## src/rtl/smem_filter_fifo.sv

```systemverilog
// smem_filter_fifo: filters SMEM records by length and occupancy and buffers survivors
// in a first-word-fall-through FIFO, emitting one tlast beat per read (marker if the last record is dropped).
module smem_filter_fifo #(
  parameter int KLS_W = 40,
  parameter int POS_W = 8,
  parameter int DEPTH = 16,
  localparam int REC_W = 3*KLS_W + 2*POS_W,
  localparam int AW = $clog2(DEPTH),
  localparam int LW = AW + 1
) (
  input  logic             clk,
  input  logic             rst_n,
  input  logic             s_axis_tvalid,
  output logic             s_axis_tready,
  input  logic [REC_W-1:0] s_axis_tdata,
  input  logic             s_axis_tlast,
  output logic             m_axis_tvalid,
  input  logic             m_axis_tready,
  output logic [REC_W-1:0] m_axis_tdata,
  output logic             m_axis_tlast,
  output logic             m_axis_tuser,
  input  logic [POS_W-1:0] min_mlen_in,
  input  logic             min_mlen_valid,
  input  logic [KLS_W-1:0] max_occ_in,
  input  logic             max_occ_valid,
  output logic [15:0]      kept_cnt,
  output logic [15:0]      drop_cnt,
  output logic [15:0]      read_cnt,
  output logic [LW-1:0]    level
);
  logic [REC_W+1:0] mem_q [DEPTH];
  logic [REC_W+1:0] head;
  logic [AW-1:0]    wptr_q, wptr_d, rptr_q, rptr_d;
  logic [LW-1:0]    level_q, level_d;
  logic [POS_W-1:0] min_mlen_q, min_mlen_d, qbeg, qend, len;
  logic [KLS_W-1:0] max_occ_q, max_occ_d, s_val;
  logic [15:0]      kept_q, kept_d, drop_q, drop_d, read_q, read_d;
  logic             acc, keep, push, pop;
  always_comb begin
    qend = s_axis_tdata[POS_W-1:0];
    qbeg = s_axis_tdata[2*POS_W-1:POS_W];
    s_val = s_axis_tdata[2*POS_W +: KLS_W];
    len = qend >= qbeg ? qend - qbeg : '0;
    keep = len >= min_mlen_q && s_val != '0 && s_val <= max_occ_q;
    s_axis_tready = rst_n && level_q < LW'(DEPTH);
    acc = s_axis_tvalid && s_axis_tready;
    push = acc && (keep || s_axis_tlast);
    m_axis_tvalid = level_q != '0;
    pop = m_axis_tvalid && m_axis_tready;
    head = mem_q[rptr_q];
    m_axis_tdata = head[REC_W+1:2];
    m_axis_tlast = head[1];
    m_axis_tuser = head[0];
    wptr_d = wptr_q + AW'(push);
    rptr_d = rptr_q + AW'(pop);
    level_d = level_q + LW'(push) - LW'(pop);
    min_mlen_d = min_mlen_valid ? min_mlen_in : min_mlen_q;
    max_occ_d = max_occ_valid ? max_occ_in : max_occ_q;
    kept_d = kept_q + 16'(acc && keep && kept_q != '1);
    drop_d = drop_q + 16'(acc && !keep && drop_q != '1);
    read_d = read_q + 16'(acc && s_axis_tlast && read_q != '1);
    kept_cnt = kept_q;
    drop_cnt = drop_q;
    read_cnt = read_q;
    level = level_q;
  end
  always_ff @(posedge clk) begin
    if (!rst_n) begin
      wptr_q <= '0;
      rptr_q <= '0;
      level_q <= '0;
      min_mlen_q <= POS_W'(19);
      max_occ_q <= KLS_W'(500);
      kept_q <= '0;
      drop_q <= '0;
      read_q <= '0;
    end else begin
      wptr_q <= wptr_d;
      rptr_q <= rptr_d;
      level_q <= level_d;
      min_mlen_q <= min_mlen_d;
      max_occ_q <= max_occ_d;
      kept_q <= kept_d;
      drop_q <= drop_d;
      read_q <= read_d;
    end
  end
  // storage is not reset; a dropped last record becomes an all-zero marker with tuser set
  always_ff @(posedge clk) begin
    if (push) mem_q[wptr_q] <= {keep ? s_axis_tdata : '0, s_axis_tlast, !keep};
  end
endmodule

```

## config.mk

```make
export PLATFORM = sky130hd
export DESIGN_NAME = smem_filter_fifo
export DESIGN_NICKNAME = d
export VERILOG_FILES = /design/src/rtl/smem_filter_fifo.sv
export SDC_FILE = /design/constraint.sdc
export NUM_CORES = 2
export LEC_CHECK = 0
export ABC_AREA = 1
export CORE_UTILIZATION = 45
export DETAILED_ROUTE_END_ITERATION = 16
export HOLD_SLACK_MARGIN = 0.1
export SLEW_MARGIN = 20
export SYNTH_ARGS = -nofsm -noshare
export SYNTH_HDL_FRONTEND = slang
export SYNTH_SLANG_ARGS = --single-unit
export TNS_END_PERCENT = 100
```

## constraint.sdc

```tcl
create_clock -name clk -period 16.2 [get_ports clk]
set_input_delay 3.24 -clock clk [delete_from_list [all_inputs] [get_ports clk]]
set_output_delay 3.24 -clock clk [all_outputs]
set_load 0.03 [all_outputs]
```

==> flow_summary.yaml <==
status:
  status: "finished clean"
detailed_routing:
  drt_iter0_drc: 6050
  postRouteAntennaNets: 0
  viasPerCell: 5.827
  drc: 0
  dr.pass1.iters: 8
  routed_wl_um: 262800
  wire_per_inst_um: 25.67
  num_vias: 59650
place:
  hpwl_um: 136900
  portBuffers: 383
  place_congestion: 0.8810
sta:
  hold_slack_ns: 0.4644
  finClkSkew_ns: 0.07071
  tightest_slew_ns: 1.150
  grt_setup_unrepaired: "false"
  max_clock_freq_mhz: 100.6
  finalSetupViolations: 0
  drv_slew: 0
  hold_viol: 0
  slew-limit-headroom_pct: 23.35
  min_period_ns: 9.944
  fin_crit_sh_pct: 61.38
  fin_tns_setup_ns: 0
critical_path:
  worstPathRequired_ns: 12.96
  cp-end-kind: "output port"
  crit_path_cell_trace: "buf_4 > buf_4 > buf_4 > buf_4 > o21ai_0 > o22ai_1 > o21ai_0 > o22ai_1 > clkdlybuf4s50_1"
  cp_slowest_stage_delay_ns: 0.83
  critPathMostFrequentCell: "buf_4"
  worstSetupPathType: "reg2out"
  reg2reg_from: "max_occ_q[17]$_SDFFE_PN0P_"
  regToRegEndpoint: "mem_q[9][51]$_DFFE_PP_"
  critical_path.slowest_cell: "buf_4"
  crit_fanout: 90
  r2r_slack_ns: 10.97
  cp.arrival_ns: 6.70
  cp-start-kind: "flop"
  r2r_cells: 13
cells_and_area:
  final_cell_mix: "edfxtp_1, nor2_1, o21ai_0"
  finalNetCount: 7613
  fillerInstances: 17160
  seqCellArea_um2: 68500
  final_common_cell: "edfxtp_1"
  area_growth_pct: 14.97
  multiInputGateArea_um2: 20630
  drive_above_1_share_pct: 6.276
synthesis:
  synthCells: 7125
  yosysUniqueCellTypes: 47
  syn_nets: 7390
  synth_seq_cells: 2317
  synthesis.area_um2: 92080
  yosysSeqAreaShare_pct: 74.38
  async_flop_share_pct: 0
  postSynthAreaPerCell_um2: 12.92
  synth_edf_count: 2208
  yosysWarnings: 0
  synth_ff_type: "edfxtp_1"
min_path:
  hold_depth: 2
  min_to: "max_occ_q[32]$_SDFFE_PN0P_"
  hold_path.startpoint: "max_occ_q[32]$_SDFFE_PN0P_"
  hold_class: "reg2reg"
flow_run:
  cap_violations: 0
cts:
  cts_setup_buffers: 0
  cts_hold_buffers: 0
  cts_resized: 0
  cts_root_buffer: "clkbuf_16"
  cts_sinks: 2317
  clock_path_buffers: 3
  cts_tree: "built"
  clk_latency_ns: 0.88
  cts.clk_slew.worst_paths_ns: 0.06
  cts_htree_levels: 4
  numCtsBuffers: 231
global_routing:
  grt_start_max_net_pins: 276
  grt_pass1_wl_um: 382800
  overflow: 0
  antenna_found_initial: 14
  grt_pass1_vias: 57160
  gr-usage-all-layers_pct: 25.00
floorplanning:
  die_h_um: 454.4
  start_util_pct: 45.42
  fp-row-count: 165
  dieWidth_um: 454.4
  io_pins: 384
  die_area_um2: 206400
  core_um2: 202700
power_and_ir_drop:
  p_leak_nw: 35.23
  p_per_area_nw_per_um2: 150.0
  ir_drop_v: 0.0001637
[cells by family (layout without fill, tap and decap cells)]
| group | count (synthesis) | after routing | share of synthesized area [%] |
|---|---|---|---|
| buffers and inverters | 776 | 1204 | 3.472 |
| XOR/XNOR | 10 | 10 | 0.09511 |
| AND/OR/NAND/NOR | 1765 | 1765 | 7.437 |
| other | 0 | 12 | 0 |
| adder cells (fa/ha/maj) | 74 | 74 | 1.022 |
| multiplexers | 27 | 27 | 0.2935 |
| flip-flops | 2317 | 2317 | 74.38 |
| AO/OA/AOI/OAI | 2156 | 2156 | 13.31 |
[Yosys cell counts, drive strengths merged, types with 4 or more instances]
cell / count / area (µm²)
or2: 6 / 37.54
dfxtp: 109 / 2182
o21ai: 1336 / 6686
inv: 281 / 1055
nand3: 66 / 335.3
o221ai: 178 / 1559
nor3: 15 / 85.08
o22ai: 432 / 2703
ha: 72 / 900.9
o32ai: 18 / 157.7
xor2: 4 / 35.03
a21oi: 120 / 600.6
mux2i: 27 / 270.3
o31ai: 11 / 82.58
buf: 129 / 765.7
o211ai: 48 / 360.4
nand4: 17 / 106.4
nand2: 195 / 737.0
edfxtp: 2208 / 66300
xnor2: 6 / 52.55
clkbuf: 363 / 1364
nor4: 8 / 50.05
nor2: 1454 / 5463
[power breakdown]
group          switching [mW]  internal, mW
clock network            2.27          3.00
registers              0.0451          6.72
logic                    2.70          1.16
total                    5.01          10.9
[routing by layer]
metal	global-route usage [%]	vias to the layer above	part of all wire, %
met5	0	-	0.0049
met1	34.27	30230	42
li1	-	26910	-
met3	3.231	351	6.1
met2	41.28	2152	49
met4	8.318	2	3.2
[worst max-delay path, delay by kind of cell, from the launching register on]
kind / cells / cell delay, ns
DFF: 1 / 0.80
AOI/OAI and AO/OA: 4 / 0.92
buffers and inverters: 5 / 3.73
[cell type report]
| cell class | count | area share (%) |
|---|---|---|
| Sequential cell | 2317 | 64.70 |
| Multi-Input combinational cell | 4032 | 19.49 |
| Clock buffer | 300 | 5.863 |
| Timing Repair Buffer | 482 | 4.539 |
| Tap cell | 2672 | 3.158 |
| Clock inverter | 138 | 1.177 |
| Inverter | 284 | 1.042 |
| Antenna cell | 12 | 0.02836 |
[registers in the layout (all words and copies together), names as in the netlist]
name        flops
max_occ_q      40
min_mlen_q      8
level           5
drop_cnt       16
kept_cnt       16
mem_q        2208
read_cnt       16
wptr_q          4
rptr_q          4
[stage by stage]
step / std cells / utilization, % / power, mW / area, µm² / worst slack [ns]
after detailed placement: 9784 / 48.47 / 10.75 / 98270 / 5.832
after floorplan: 7125 / - / 9.318 / 92080 / 3.061
after global placement: 9784 / 48.47 / 10.70 / 98260 / 5.626
after global routing: 10240 / 52.22 / 16.49 / 105900 / 5.990
after CTS: 10220 / 52.15 / 15.96 / 105700 / 6.301
final: 10240 / 52.22 / 15.88 / 105900 / 6.256
[how the worst max path moves through the flow]
| stage | start | to | slack (ns) |
|---|---|---|---|
| 2_1_floorplan | s_axis_tdata[0] | mem_q[11][0]$_DFFE_PP_ | 3.06 |
| 3_3_place_gp | s_axis_tdata[0] | mem_q[13][136]$_DFFE_PP_ | 5.63 |
| 3_5_place_dp | s_axis_tdata[0] | mem_q[9][59]$_DFFE_PP_ | 5.83 |
| 4_1_cts | rptr_q[0]$_SDFF_PN0_ | m_axis_tdata[86] | 6.30 |
| 5_1_grt | rptr_q[0]$_SDFF_PN0_ | m_axis_tdata[86] | 5.99 |
| 6_report | rptr_q[0]$_SDFF_PN0_ | m_axis_tdata[86] | 6.26 |
Note: power is estimated with default switching activity, not from simulation.
